$ cat src/rtl/pll_ctrl_pkg.sv
// rtl/pll_ctrl_pkg.sv - shared state type and TDC helpers for the fractional-N PLL control stage
package pll_ctrl_pkg;

    localparam int TDC_W_DEFAULT = 7;

    typedef enum logic [2:0] {
        ST_IDLE,
        ST_RAMP,
        ST_SETTLE,
        ST_TRACK,
        ST_LOCKED
    } fcw_state_t;

    // One bit wider than the code so the most negative code keeps its true magnitude.
    function automatic logic [TDC_W_DEFAULT:0] abs_tdc(input logic signed [TDC_W_DEFAULT-1:0] code);
        logic signed [TDC_W_DEFAULT:0] ext;
        ext = {code[TDC_W_DEFAULT-1], code};
        if (ext[TDC_W_DEFAULT]) begin
            ext = -ext;
        end
        return ext;
    endfunction

endpackage

$ cat src/rtl/pll_lock_counter.sv
// rtl/pll_lock_counter.sv - consecutive in-window (or out-of-window) TDC sample counter
module pll_lock_counter
    import pll_ctrl_pkg::*;
#(
    parameter int WIN = 3,
    parameter int CNT = 64,
    parameter bit INV = 1'b0
) (
    input  logic                             clk,
    input  logic                             rst,
    input  logic                             clr,
    input  logic signed [TDC_W_DEFAULT-1:0]  tdc_code,
    output logic                             hit
);

    localparam int CW = $clog2(CNT + 1);

    logic [CW-1:0] cnt;
    logic          in_win;
    logic          match;

    assign in_win = (abs_tdc(tdc_code) <= (TDC_W_DEFAULT + 1)'(WIN));
    assign match  = in_win ^ INV;

    // Fires on the sample that completes the run, so the owner can act on that same edge.
    assign hit = match && (cnt == CW'(CNT - 1));

    always_ff @(posedge clk or posedge rst) begin
        if (rst) begin
            cnt <= '0;
        end else if (clr || !match) begin
            cnt <= '0;
        end else if (cnt != CW'(CNT)) begin
            cnt <= cnt + 1'b1;
        end
    end

endmodule

$ cat src/rtl/fcw_ramp_ctrl.sv
// rtl/fcw_ramp_ctrl.sv - slews the PLL fractional offset toward a target and monitors lock
module fcw_ramp_ctrl
    import pll_ctrl_pkg::*;
#(
    parameter int n           = 23,
    parameter int TDC_W       = TDC_W_DEFAULT,
    parameter int SETTLE_CYC  = 256,
    parameter int LOCK_WIN    = 3,
    parameter int LOCK_CNT    = 64,
    parameter int LOSS_CNT    = 8,
    parameter int TIMEOUT_CYC = 65535
) (
    input  logic                    clk,
    input  logic                    rst,
    input  logic signed [n:0]       tgt_word,
    input  logic        [n:0]       step_size,
    input  logic                    tgt_valid,
    output logic                    tgt_ready,
    input  logic signed [TDC_W-1:0] tdc_code,
    output logic signed [n:0]       dlf_cont,
    output logic                    busy,
    output logic                    locked,
    output logic                    loss_evt,
    output logic                    timeout
);

    localparam int SW = $clog2(SETTLE_CYC + 1);
    localparam int TW = $clog2(TIMEOUT_CYC + 1);

    fcw_state_t         state, state_nxt;
    logic signed [n:0]  tgt_q, tgt_nxt;
    logic        [n:0]  step_q, step_nxt;
    logic signed [n:0]  dlf_nxt;
    logic [SW-1:0]      settle_cnt, settle_nxt;
    logic [TW-1:0]      tmo_cnt, tmo_nxt;
    logic               locked_nxt, loss_nxt, timeout_nxt;
    logic               accept, lock_hit, loss_hit;
    logic signed [n+1:0] diff;
    logic        [n+1:0] abs_diff, step_ext, ramp_sum;

    assign tgt_ready = (state == ST_IDLE) || (state == ST_LOCKED);
    assign busy      = (state == ST_RAMP) || (state == ST_SETTLE) || (state == ST_TRACK);
    assign accept    = tgt_valid && tgt_ready;

    pll_lock_counter #(.WIN(LOCK_WIN), .CNT(LOCK_CNT), .INV(1'b0)) u_lock (
        .clk      (clk),
        .rst      (rst),
        .clr      (state != ST_TRACK),
        .tdc_code (tdc_code),
        .hit      (lock_hit)
    );

    pll_lock_counter #(.WIN(LOCK_WIN), .CNT(LOSS_CNT), .INV(1'b1)) u_loss (
        .clk      (clk),
        .rst      (rst),
        .clr      (state != ST_LOCKED),
        .tdc_code (tdc_code),
        .hit      (loss_hit)
    );

    always_ff @(posedge clk or posedge rst) begin
        if (rst) begin
            state <= ST_IDLE;
        end else begin
            state <= state_nxt;
        end
    end

    always_comb begin
        state_nxt   = state;
        dlf_nxt     = dlf_cont;
        tgt_nxt     = tgt_q;
        step_nxt    = step_q;
        settle_nxt  = '0;
        tmo_nxt     = '0;
        locked_nxt  = locked;
        loss_nxt    = 1'b0;
        timeout_nxt = timeout;

        // One extra bit keeps the difference exact across the full signed range.
        diff     = {tgt_q[n], tgt_q} - {dlf_cont[n], dlf_cont};
        abs_diff = diff[n+1] ? -diff : diff;
        step_ext = {1'b0, step_q};
        ramp_sum = diff[n+1] ? ({dlf_cont[n], dlf_cont} - step_ext)
                             : ({dlf_cont[n], dlf_cont} + step_ext);

        case (state)
            ST_RAMP: begin
                if (abs_diff <= step_ext) begin
                    dlf_nxt   = tgt_q;
                    state_nxt = ST_SETTLE;
                end else begin
                    dlf_nxt = ramp_sum[n:0];
                end
            end
            ST_SETTLE: begin
                if (settle_cnt == SW'(SETTLE_CYC - 1)) begin
                    state_nxt = ST_TRACK;
                end else begin
                    settle_nxt = settle_cnt + 1'b1;
                end
            end
            ST_TRACK: begin
                tmo_nxt = tmo_cnt;
                if (tmo_cnt != TW'(TIMEOUT_CYC)) begin
                    tmo_nxt = tmo_cnt + 1'b1;
                end
                if (tmo_cnt == TW'(TIMEOUT_CYC - 1)) begin
                    timeout_nxt = 1'b1;
                end
                if (lock_hit) begin
                    state_nxt  = ST_LOCKED;
                    locked_nxt = 1'b1;
                end
            end
            ST_LOCKED: begin
                if (loss_hit) begin
                    state_nxt  = ST_TRACK;
                    locked_nxt = 1'b0;
                    loss_nxt   = 1'b1;
                end
            end
            default: begin
            end
        endcase

        // A new target overrides whatever the current state decided, including a loss event.
        if (accept) begin
            tgt_nxt     = tgt_word;
            step_nxt    = (step_size == '0) ? (n+1)'(1) : step_size;
            timeout_nxt = 1'b0;
            locked_nxt  = 1'b0;
            loss_nxt    = 1'b0;
            state_nxt   = ST_RAMP;
        end
    end

    always_ff @(posedge clk or posedge rst) begin
        if (rst) begin
            dlf_cont   <= '0;
            tgt_q      <= '0;
            step_q     <= '0;
            settle_cnt <= '0;
            tmo_cnt    <= '0;
            locked     <= 1'b0;
            loss_evt   <= 1'b0;
            timeout    <= 1'b0;
        end else begin
            dlf_cont   <= dlf_nxt;
            tgt_q      <= tgt_nxt;
            step_q     <= step_nxt;
            settle_cnt <= settle_nxt;
            tmo_cnt    <= tmo_nxt;
            locked     <= locked_nxt;
            loss_evt   <= loss_nxt;
            timeout    <= timeout_nxt;
        end
    end

endmodule
$ cat config.mk
export PLATFORM = sky130hd
export DESIGN_NAME = fcw_ramp_ctrl
export DESIGN_NICKNAME = d
export VERILOG_FILES = /design/src/rtl/pll_ctrl_pkg.sv /design/src/rtl/pll_lock_counter.sv /design/src/rtl/fcw_ramp_ctrl.sv
export SDC_FILE = /design/constraint.sdc
export NUM_CORES = 1
export LEC_CHECK = 0
export CAP_MARGIN = 5
export CORE_MARGIN = 5
export CORE_UTILIZATION = 50
export CTS_BUF_LIST = sky130_fd_sc_hd__clkbuf_8
export CTS_CLUSTER_SIZE = 12
export DETAILED_ROUTE_END_ITERATION = 8
export HOLD_SLACK_MARGIN = 0.05
export PLACE_DENSITY = 0.71
export SYNTH_ARGS = -nofsm -noshare
export SYNTH_HDL_FRONTEND = slang
export SYNTH_HIERARCHICAL = 1
export SYNTH_SLANG_ARGS = --single-unit
$ cat constraint.sdc
create_clock -name clk -period 15.3 [get_ports clk]
set_input_delay 3.06 -clock clk [delete_from_list [all_inputs] [get_ports clk]]
set_output_delay 3.06 -clock clk [all_outputs]
set_load 0.005 [all_outputs]
### Word level (Yosys, flattened, before mapping)

Index checks and enable logic that the tools add are counted.

* bits in latches: 0
* register bits: 114
* input bits: 58
* memory bits (read-only): 0
* memories: 0
* memory bits (writable): 0

* reductions and logical operators: 20
* equal/unequal tests: 18
* div/mod/pow operators: 0
* magnitude comparators: 2
* shift-type cells: 0
* add/subtract/negate cells: 9
* multiplexer cells: 29
* multiply operators: 0
* bitwise logic cells: 1

Operators by type and width (number)
* 24-bit two-way mux: 3
* 16-bit two-way mux: 2
* 25-bit by 24-bit less-or-equal comparator with 1-bit output: 1
* 25-bit two-way mux: 1
* 25-bit negator: 1
* 24-bit by 24-bit subtractor with 25-bit output: 1
* 24-bit adder: 1
* 24-bit zero test: 1
* 24-bit subtractor: 1
* 9-bit two-way mux: 2
* 16-bit by 1-bit adder with 16-bit output (second input constant): 1
* 16-bit equality test (second input constant): 1
* 16-bit inequality test (second input constant): 1
* 3-bit two-way mux: 5
* 7-bit two-way mux: 2
* 3-bit case mux with 4 select lines: 1
* 9-bit by 1-bit adder with 9-bit output (second input constant): 1
* 9-bit by 8-bit equality test with 1-bit output (second input constant): 1
* 1-bit two-way mux: 9
* 3-bit by 2-bit inequality test with 1-bit output (second input constant): 3
* 3-bit inequality test (second input constant): 3
* 8-bit by 2-bit less-or-equal comparator with 1-bit output (second input constant): 1
* 4-bit two-way mux: 2
* 8-bit two-way mux: 1
* 23 further kinds: 33

### Logic depth before layout (Yosys ltp)

* depth in word-level cells: 8
* gate-level depth with buffers: 27
* mapped depth without buffers: 25

### By module

The synthesis kept the hierarchy.

By module, submodules not included
* fcw_ramp_ctrl: sequential area each 2577.5 µm², instances 1, cells each 983, area each 8329.2 µm²
* pll_lock_counter at u_lock: sequential area each 175.2 µm², instances 1, cells each 50, area each 503.0 µm²
* pll_lock_counter at u_loss: sequential area each 100.1 µm², instances 1, cells each 36, area each 336.6 µm²

### Worst setup path before layout

OpenSTA, ideal clock, no wires.

* path type: register to register
* start point: register dlf_cont[0]
* end point: register dlf_cont[23]
* arrival: 5.265 ns
* path slack: 9.903 ns
* path buffers: 2
* stages on the path, launching flop included: 25
* required time: 15.168 ns
* path through: dfrtp_1 ha_1 fa_1 nand2b_1 a211oi_1 o21ai_0 a31oi_1 o21a_1 o32a_1 clkbuf_1 buf_1 nor2_1 a21oi_1 ha_1 nor2b_1 o211a_1 or4b_2 a21oi_1 o31ai_1 a21o_1 a21oi_1 o21ai_0 xnor2_1 mux2i_1 o21ai_1

* longest elaborated chain between the ends: 5
* elaborated cells between the ends (all ways): 8
* those cells by class: add/sub: 4; order compare: 1; mux: 3

Ends and longest elaborated chain
* start, declared: RTL line fcw_ramp_ctrl.sv:20 `output logic signed [n:0] dlf_cont,`
* start signal, assigned: RTL line fcw_ramp_ctrl.sv:149 `dlf_cont <= dlf_nxt;`
* 24-bit by 24-bit subtractor with 25-bit output: RTL line fcw_ramp_ctrl.sv:81 `diff = {tgt_q[n], tgt_q} - {dlf_cont[n], dlf_cont};`
* 25-bit negator: RTL line fcw_ramp_ctrl.sv:82 `abs_diff = diff[n+1] ? -diff : diff;`
* 25-bit two-way mux: RTL line fcw_ramp_ctrl.sv:82
* 25-bit by 24-bit less-or-equal comparator with 1-bit output: RTL line fcw_ramp_ctrl.sv:89 `if (abs_diff <= step_ext) begin`
* 24-bit two-way mux (*): RTL line fcw_ramp_ctrl.sv:89

Every way passes the cells marked *; elsewhere a longest branch is shown, timed or not.
A chain may end at the register's enable or synchronous reset.

### Final worst setup path

* start point: register dlf_cont[0]
* end point: register dlf_cont[22]

Same word-level chain as after synthesis.

==> reports/metrics.yaml <==
multi_input_area_um2: 5900
nFillCells: 1615
maxSlewViolCount: 0
synth_ff_type: "dfrtp_1"
r2r_cells: 23
core_area_um2: 18000
cp-start-kind: "flop"
synth_area_um2: 9170
drt_iter0_drc: 425
rsz0062_at_grt: "no"
grt_pass1_vias: 7875
post_dp_cell_area_um2: 10300
tightest_slew_ps: 1100
r2r_end: "dlf_cont[22]"
required_ps: 15590
gp_congestion: 0.899
first_pass_iters: 6
num_rows: 49
cts-root-buf: "clkbuf_8"
syn_inst: 1069
ys_ff_latch: 114
cts_setup_buffers: 0
power_density_nw_per_um2: 83.0
routedWlPerCell_um: 15.9
min_period_ps: 6280
track_usage_pct: 21.7
hold_path_depth: 1
r2r_slack_ps: 9020
drive_gt1_share_pct: 7.90
timing.final.crit_share_pct: 41.0
cts_made_buffers: 17
async_flop_share_pct: 100
yosysWarningCount: 6
cts_tree: "done"
via_per_inst: 5.63
antenna_found_initial: 0
design_area_um2: 10700
setup_viol: 0
worstSetupPathType: "reg -> reg"
ys_types: 81
overflow: 0
cts-resized-gates: 0
synthTopCellsByArea: "dfrtp_1 31%, ha_1 11%, xnor2_1 6.0%, o21ai_0 4.3%, nand2_1 4.0%"
dr_total_vias: 7848
clock_skew_ps: 15.0
hold_path.class: "reg -> reg"
routed_wirelength_um: 22200
final_cell_mix: "114 x dfrtp_1, 97 x nand2_1, 87 x inv_1"
initial_core_util_pct: 50.9
worstSkewPairLatency_ps: 460
cap_violations: 0
status: "complete, no violations"
maxSlewHeadroom_pct: 26.0
yosysTopAreaCell: "dfrtp_1"
grt_pass1_wl_um: 38400
cp-end-kind: "flop"
grt_max_degree: 81
antenna_cells: 0
die_w_um: 145
port-buffer-count: 86
cts_max_level: 4
cts.clk_slew.worst_paths_ps: 90
dp_hpwl_um: 17000
min_to: "settle_cnt[0]"
reg2reg_from: "dlf_cont[0]"
avgSynthCellArea_um2: 8.58
clkSinkCount: 114
fmaxAchievable_mhz: 159
critPathArrivalTime_ps: 6570
drc_errors: 0
fin_nets: 1294
tns_ps: 0
ios: 87
hp-start: "settle_cnt[0]"
irDropWorstVdd_uv: 112
whs_ps: 488
final_common_cell: "dfrtp_1"
hold_buffers: 0
synth_edf_count: 0
die_area_um2: 21100
yosysSeqAreaShare_pct: 31.1
die_h_um: 145
synth_top_area_share_pct: 31.1
postRouteAntennaNets: 0
seq_area_um2: 2850
clockBufferDepth: 2
path_max_fanout: 19
synth_nets: 1211
leakagePower_nw: 4.70
syn_to_final_growth_pct: 16.8
hold_violations: 0
==> area by class of cell <==
cell class	instances	area share [%]
tap	229	2.68
multi-input combinational	840	55.1
timing repair buffer	91	8.39
inverter	88	3.11
clock buffer	19	2.44
clock inverter	13	1.62
sequential	114	26.6
==> power breakdown <==
group,internal (mW),leakage [nW],total [mW],switching (mW)
Clock,0.172,0.210,0.314,0.141
Combinational,0.115,3.03,0.261,0.146
Sequential,0.309,1.47,0.315,0.00643
Total,0.595,4.70,0.889,0.294
==> worst max-delay path, cell delays in order (launching register included) <==
cell and delay [ps]:
dfrtp_1 420, ha_1 230, fa_1 400, nand2b_1 190, a211oi_1 380, o21ai_1 150
and2_1 180, o31a_1 320, xnor2_1 210, a211o_1 340, nor4_1 530, inv_1 80
o21ai_0 220, xnor2_1 100, ha_1 330, and4_1 230, nand4_1 140, nand2_1 100
a2bb2oi_1 170, o21ai_0 160, a31oi_4 510, buf_4 410, mux2i_1 220, a21oi_1 80
==> per-layer routing <==
layer | global-route usage (%) | part of all wire, % | up-vias
met3 | 5.42 | 4.8 | 30
met1 | 29.3 | 48 | 3700
met2 | 34.6 | 46 | 151
met4 | 6.34 | 2.0 | 0
li1 | - | - | 3967
met5 | 0 | 0 | -
==> per-stage QoR <==
stage          total power, mW  setup WS (ps)  cells  util (%)
6_report                 0.889           9020   1394      59.4
5_1_grt                  0.946           8480   1394      59.4
4_1_cts                  0.897           9030   1394      59.4
3_5_place_dp             0.580           9070   1362      57.0
3_3_place_gp             0.575           9160   1362      57.0
2_1_floorplan            0.513           9540   1069         -
==> worst max path at each step <==
stage / end / depth (start not counted) / start / slack (ps)
2_1_floorplan: dlf_cont[0] / 1 / rst / 9540
3_3_place_gp: dlf_cont[22] / 23 / dlf_cont[0] / 9160
3_5_place_dp: dlf_cont[22] / 23 / dlf_cont[0] / 9070
4_1_cts: dlf_cont[22] / 23 / dlf_cont[0] / 9030
5_1_grt: dlf_cont[22] / 23 / dlf_cont[0] / 8480
6_report: dlf_cont[22] / 23 / dlf_cont[0] / 9020
==> flip-flops by register name, summed over array words and instances (netlist names), 3 cells and up <==
name        flops
tgt_q          24
step_q         24
dlf_cont       24
u_lock/cnt      7
u_loss/cnt      4
tmo_cnt        16
state           3
settle_cnt      9
==> synthesized netlist by cell type (24+ instances only) <==
| cell type | number |
|---|---|
| o21ai_0 | 79 |
| xor2_1 | 38 |
| inv_1 | 88 |
| mux2i_1 | 24 |
| xnor2_1 | 63 |
| nand2_1 | 97 |
| dfrtp_1 | 114 |
| mux2_2 | 24 |
| a21oi_1 | 60 |
| ha_1 | 82 |
| nor2_1 | 86 |
| nand3_1 | 29 |
==> cell families (layout without fill, tap and decap cells) <==
family                   count (synthesis)  count (layout)  share of synthesized area [%]
AND/OR/NAND/NOR                        337             337                           18.4
AO/OA/AOI/OAI                          270             270                           18.8
buffers and inverters                  115             211                           4.90
flip-flops                             114             114                           31.1
XOR/XNOR                               101             101                           9.65
adder cells (fa/ha/maj)                 84              84                           11.6
multiplexers                            48              48                           5.57
Power figures use the tool's default switching activity.
==> patch 1: new RTL, config.mk and constraints unchanged <==
Put one more register stage on the output `timeout`, with the module's reset. The value now appears one clock later. The other outputs are not delayed to match.
--- a/src/rtl/fcw_ramp_ctrl.sv
+++ b/src/rtl/fcw_ramp_ctrl.sv
@@ -26,6 +26,8 @@
 
     localparam int SW = $clog2(SETTLE_CYC + 1);
     localparam int TW = $clog2(TIMEOUT_CYC + 1);
+
+    logic timeout_s0;
 
     fcw_state_t         state, state_nxt;
     logic signed [n:0]  tgt_q, tgt_nxt;
@@ -75,7 +77,7 @@
         tmo_nxt     = '0;
         locked_nxt  = locked;
         loss_nxt    = 1'b0;
-        timeout_nxt = timeout;
+        timeout_nxt = timeout_s0;
 
         // One extra bit keeps the difference exact across the full signed range.
         diff     = {tgt_q[n], tgt_q} - {dlf_cont[n], dlf_cont};
@@ -144,7 +146,7 @@
             tmo_cnt    <= '0;
             locked     <= 1'b0;
             loss_evt   <= 1'b0;
-            timeout    <= 1'b0;
+            timeout_s0 <= 1'b0;
         end else begin
             dlf_cont   <= dlf_nxt;
             tgt_q      <= tgt_nxt;
@@ -153,7 +155,15 @@
             tmo_cnt    <= tmo_nxt;
             locked     <= locked_nxt;
             loss_evt   <= loss_nxt;
-            timeout    <= timeout_nxt;
+            timeout_s0 <= timeout_nxt;
+        end
+    end
+
+    always_ff @(posedge clk or posedge rst) begin
+        if (rst) begin
+            timeout <= '0;
+        end else begin
+            timeout <= timeout_s0;
         end
     end
 
Formal check against the unedited RTL: same outputs for any inputs over 4 cycles, from zero or initial values and one cycle with rst high; that may be too few to reach the edited logic, so the function may still have changed.
==> patch 1 against the original RTL <==
  * Via count is 14% higher
  * Maximum frequency is 5.2% higher
  * Cell count is 9.4% higher
  * Wire length increased by 21%
  * Sequential cell count rose by 1
  * Core utilization fell by 1.4 points
  * Final area rose by 4.7%
  * Synthesized area grew 6.3%
  * Worst setup slack better by 0.31 ns
Power is not compared: it rests on default switching activity, and its combinational part moved more than twofold at a synthesized area within 25%.
==> patch 1: results (changes against the original RTL) <==
GP Congestion: 0.935 (+4.0%)
Register area share after synthesis: 29.5% (-1.6 points)
First-pass GRT wire length: 43.8 mm (+14%)
Status: completed
Adder-Cell Fraction of Synth Area: 10.9% (-0.69 points)
Skew final: 0.0161 ns (+0.00105 ns)
NumNets Final: 1389 (+7.3%)
Detail Placement HPWL: 20.3 mm (+19%)
Synth Net Count: 1322 (+9.2%)
Most instantiated cells after synthesis: 159 x nand2_1, 115 x dfrtp_1, 95 x nor2_1
DRT Wirelength: 26.8 mm (+21%)
Pre-antenna DRT Iters: 5 (-1)
Post-synthesis xor/xnor area fraction: 8.81% (-0.84 points)
Yosys warnings: 6 (unchanged)
Count of cell types in the netlist: 89 (+9.9%)
Largest net degree at the start of global routing: 63 (-22%)
GR Util All Layers: 24.5% (+2.8 points)
Fillers: 1785 (+11%)
Antenna Cells: 0 (unchanged)
Post-synth top flop: dfrtp_1
Synth area leaders: dfrtp_1 30%, ha_1 11%, nand2_1 6.1%
Vias in the first global route: 8752 (+11%)
DRT iter0 DRCs: 695 (+64%)
Mux contribution to synthesized area: 0.527% (-5.0 points)
Max_slew headroom: 44.4% (+18 points)
CP Data Arrival Time: 6.32 ns (-0.25 ns)
patch 1: worst paths after layout:
| path | start | endpoint | slack, ns | cells past startpoint |
|---|---|---|---|---|
| worst max register to register | dlf_cont[1]$_DFFE_PP0N_ | dlf_cont[23]$_DFFE_PP0N_ | 9.33 | 22 |
| max in group asynchronous | rst | step_q[6]$_DFFE_PP0P_ | 11.00 | 3 |
| min in group asynchronous | rst | u_loss/cnt[3]$_DFFE_PP0P_ | 2.91 | 2 |
| worst min-delay path | timeout_s0$_DFFE_PP0P_ | timeout$_DFF_PP0_ | 0.40 | 0 |
| worst max-delay path | dlf_cont[1]$_DFFE_PP0N_ | dlf_cont[23]$_DFFE_PP0N_ | 9.33 | 22 |
| worst min register to register | timeout_s0$_DFFE_PP0P_ | timeout$_DFF_PP0_ | 0.40 | 0 |
patch 1: metrics by stage:
step | instance area [um^2] | setup WS (ns) | instances | utilization, % | hold WS, ns
floorplan | 9740 | 9.51 | 1180 | - | 0.354
global placement | 10800 | 9.55 | 1493 | 55.9 | 0.376
detailed placement | 10800 | 9.40 | 1493 | 55.9 | 0.374
CTS | 11200 | 9.36 | 1525 | 58.0 | 0.393
global route | 11200 | 8.73 | 1525 | 58.0 | 0.409
finish | 11200 | 9.33 | 1525 | 58.0 | 0.396
patch 1: critical path: stages, from the launching register on:
cell and delay (ns):
dfrtp_1 0.51, inv_1 0.08, ha_1 0.29, nand2b_1 0.14
nand2_1 0.07, a211oi_1 0.41, o221ai_1 0.27, nor3_2 0.29
nand4_2 0.20, or4b_1 0.55, o21bai_1 0.20, o21ai_1 0.11
xor2_1 0.16, ha_1 0.31, a21o_1 0.12, a21o_1 0.12
a21oi_1 0.08, o211ai_1 0.10, a21oi_1 0.06, a211oi_1 0.42
o31a_1 0.74, nor2_1 0.29, a221oi_1 0.33
patch 1: power groups by stage:
| stage | logic, mW | registers [mW] | clock network, mW |
|---|---|---|---|
| 6_report | 0.0274 | 0.304 | 0.296 |
| 5_1_grt | 0.0303 | 0.304 | 0.316 |
| 4_1_cts | 0.0280 | 0.304 | 0.301 |
| 3_5_place_dp | 0.0278 | 0.310 | 0 |
| 3_3_place_gp | 0.0278 | 0.310 | 0 |
| 2_1_floorplan | 0.00766 | 0.310 | 0 |
patch 1: cell type report:
class	instances	area (um^2)	area share, %
clock buffer	18	248	2.21
clock inverter	14	155	1.38
inverter	84	318	2.84
multi-input combinational	936	6360	56.8
sequential	115	2880	25.7
tap	265	332	2.96
timing repair buffer	93	913	8.15
patch 1: layer usage:
| metal | track usage, % | up-vias | wire length (um) |
|---|---|---|---|
| met5 | 0 | - | 0 |
| met4 | 8.65 | 0 | 779 |
| met3 | 4.88 | 61 | 1790 |
| met2 | 38.6 | 290 | 11700 |
| met1 | 33.6 | 4188 | 12500 |
| li1 | - | 4373 | - |
==> patch 2: new RTL, config.mk and constraints unchanged <==
Made on the original files. Set the parameter `INV` to 1'b0 (it was 1'b1).
--- a/src/rtl/fcw_ramp_ctrl.sv
+++ b/src/rtl/fcw_ramp_ctrl.sv
@@ -50,7 +50,7 @@
         .hit      (lock_hit)
     );
 
-    pll_lock_counter #(.WIN(LOCK_WIN), .CNT(LOSS_CNT), .INV(1'b1)) u_loss (
+    pll_lock_counter #(.WIN(LOCK_WIN), .CNT(LOSS_CNT), .INV(1'b0)) u_loss (
         .clk      (clk),
         .rst      (rst),
         .clr      (state != ST_LOCKED),
Behaviour: no difference found for any inputs over 4 cycles, from zero or initial values and one cycle with rst high; that may be too few to reach the edited logic, so the function may still have changed.
==> patch 2 against the original RTL <==
  * Final area decreased by 0.35%
  * Via count is 0.20% higher
  * Worst setup slack better by 0.066 ns
  * Sequential cell count did not move
  * Worst hold slack better by 0.0021 ns
  * Synthesized area decreased by 0.20%
  * Wire length fell by 0.91%
  * Maximum frequency up 1.1%
  * Sequential share of layout area increased by 0.094 points
  * Power fell by 0.63%
  * Cell count down 0.14%
==> patch 2: results (changes against the original RTL) <==
Synth area leaders: dfrtp_1 31%, ha_1 11%, xnor2_1 6.0%
NumNets Final: 1292 (-0.15%)
CP Data Arrival Time: 6.51 ns (-0.06 ns)
Detail Placement HPWL: 16.8 mm (-1.4%)
GR Util All Layers: 21.5% (-0.22 points)
R2r startpoint: dlf_cont[0]$_DFFE_PP0N_
Initial antenna violation count: 0 (unchanged)
Max VDD drop: 0.0662 mV (-41%)
Multi-input gates: 839 (-0.12%)
Static Leakage: 4.69 nW (-0.31%)
Synth Net Count: 1209 (-0.17%)
Crit path max-delay family: compound AO/OA/AOI/OAI gates
Multi-input logic portion of the cell area: 55.2% (about the same)
Minimum hold slack: 0.491 ns (+0.00212 ns)
Hold Path Cell Cnt: 1 (unchanged)
Antenna Cells: 0 (unchanged)
Cell internal pwr: 586 uW (-1.6%)
Vias in the first global route: 7611 (-3.4%)
Max_slew headroom: 23.3% (-2.7 points)
CTS max path bufs: 2 (unchanged)
Most instantiated cells after synthesis: 114 x dfrtp_1, 97 x nand2_1, 87 x inv_1
R2r worst-path depth: 23 (unchanged)
Clock-cell share of area: 3.91% (-0.16 points)
Largest net degree at the start of global routing: 76 (-6.2%)
Final Hold Fails: 0 (unchanged)
Final non-clock buffer share: 8.42% (+0.030 points)
Sequential cell area share: 26.7% (+0.094 points)
Register area share after synthesis: 31.2% (+0.064 points)
R2R Setup Slk: 9.09 ns (+0.07 ns)
Hold crit path type: register to register
Skew final: 0.0169 ns (+0.00185 ns)
First-pass GRT wire length: 37.8 mm (-1.8%)
Port bufs: 86 (unchanged)
Critical-path maximum fanout: 21 (+2)
DRT iter0 DRCs: 555 (+31%)
DR WL/cell: 15.8 um (-0.77%)
Postcts setup bufs: 0 (unchanged)
Inverters: 87 (-1.1%)
Slowest-stage cell, CP: nor4_1
Layout cells sized above 1: 7.74% (-0.16 points)
Count of cell types in the netlist: 78 (-3.7%)
GP Congestion: 0.947 (+5.4%)
Via count: 7864 (+0.20%)
Pre-antenna DRT Iters: 5 (-1)
Clock Tree Root: clkbuf_8
Yosys warnings: 6 (unchanged)
Fillers: 1599 (-0.99%)
Inserted Clock Buffers: 17 (unchanged)
Non-clk bufs: 91 (unchanged)
Status: completed
[patch 2: changes by cell type in the layout (fill, tap and decap cells not counted), sizes merged, moves of 2 or more]
cell / delta
nor3: +3
nor4: +2
or2b: -2
o211ai: -2
clkbuf: -2
a21oi: -3
[patch 2: metal layers]
| layer | global-route usage (%) | routed length, um | vias up |
|---|---|---|---|
| li1 | - | - | 3960 |
| met1 | 30.3 | 10500 | 3685 |
| met2 | 33.3 | 9900 | 190 |
| met3 | 4.99 | 1300 | 29 |
| met4 | 5.78 | 338 | 0 |
| met5 | 0 | 0 | - |
[patch 2: worst register-to-register path, delay by kind of cell (launching register included)]
family	cells	cell delay, ns
xor+xnor	1	0.10
simple gates	7	1.66
flops	1	0.41
mux	1	0.25
buf+inv	2	0.51
fa+ha+maj	3	0.97
compound gates	9	2.14
[patch 2: how the worst max path moves through the flow]
stage	from	to	slack (ns)
after floorplan	rst	dlf_cont[0]$_DFFE_PP0N_	9.54
after global placement	dlf_cont[0]$_DFFE_PP0N_	dlf_cont[22]$_DFFE_PP0N_	9.17
after detailed placement	dlf_cont[0]$_DFFE_PP0N_	dlf_cont[22]$_DFFE_PP0N_	9.08
after CTS	dlf_cont[0]$_DFFE_PP0N_	dlf_cont[22]$_DFFE_PP0N_	9.05
after global routing	dlf_cont[0]$_DFFE_PP0N_	dlf_cont[22]$_DFFE_PP0N_	8.52
final	dlf_cont[0]$_DFFE_PP0N_	dlf_cont[22]$_DFFE_PP0N_	9.09
[patch 2: cells by family (layout without fill, tap and decap cells)]
family          Yosys count  in the layout  synth area share (%)
flops                   114            114                  31.2
xor+xnor                101            101                  9.67
buf+inv                 114            210                  4.87
compound gates          266            266                  18.5
simple gates            341            341                  18.7
mux                      47             47                  5.46
fa+ha+maj                84             84                  11.7
[patch 2: metrics by stage]
| step | util, % | cell area [um^2] | power (mW) | setup slack, ns | std cells |
|---|---|---|---|---|---|
| global route | 59.4 | 10700 | 0.937 | 8.52 | 1392 |
| global placement | 57.1 | 10300 | 0.575 | 9.17 | 1360 |
| CTS | 59.4 | 10700 | 0.888 | 9.05 | 1392 |
| finish | 59.4 | 10700 | 0.883 | 9.09 | 1392 |
| floorplan | - | 9150 | 0.513 | 9.54 | 1067 |
| detailed placement | 57.1 | 10300 | 0.579 | 9.08 | 1360 |
[patch 2: power groups by stage]
| stage | clock network [mW] | registers, mW | logic (mW) |
|---|---|---|---|
| floorplan | 0 | 0.318 | 0.195 |
| global placement | 0 | 0.320 | 0.255 |
| detailed placement | 0 | 0.320 | 0.259 |
| CTS | 0.313 | 0.314 | 0.262 |
| global route | 0.328 | 0.315 | 0.294 |
| finish | 0.306 | 0.314 | 0.263 |
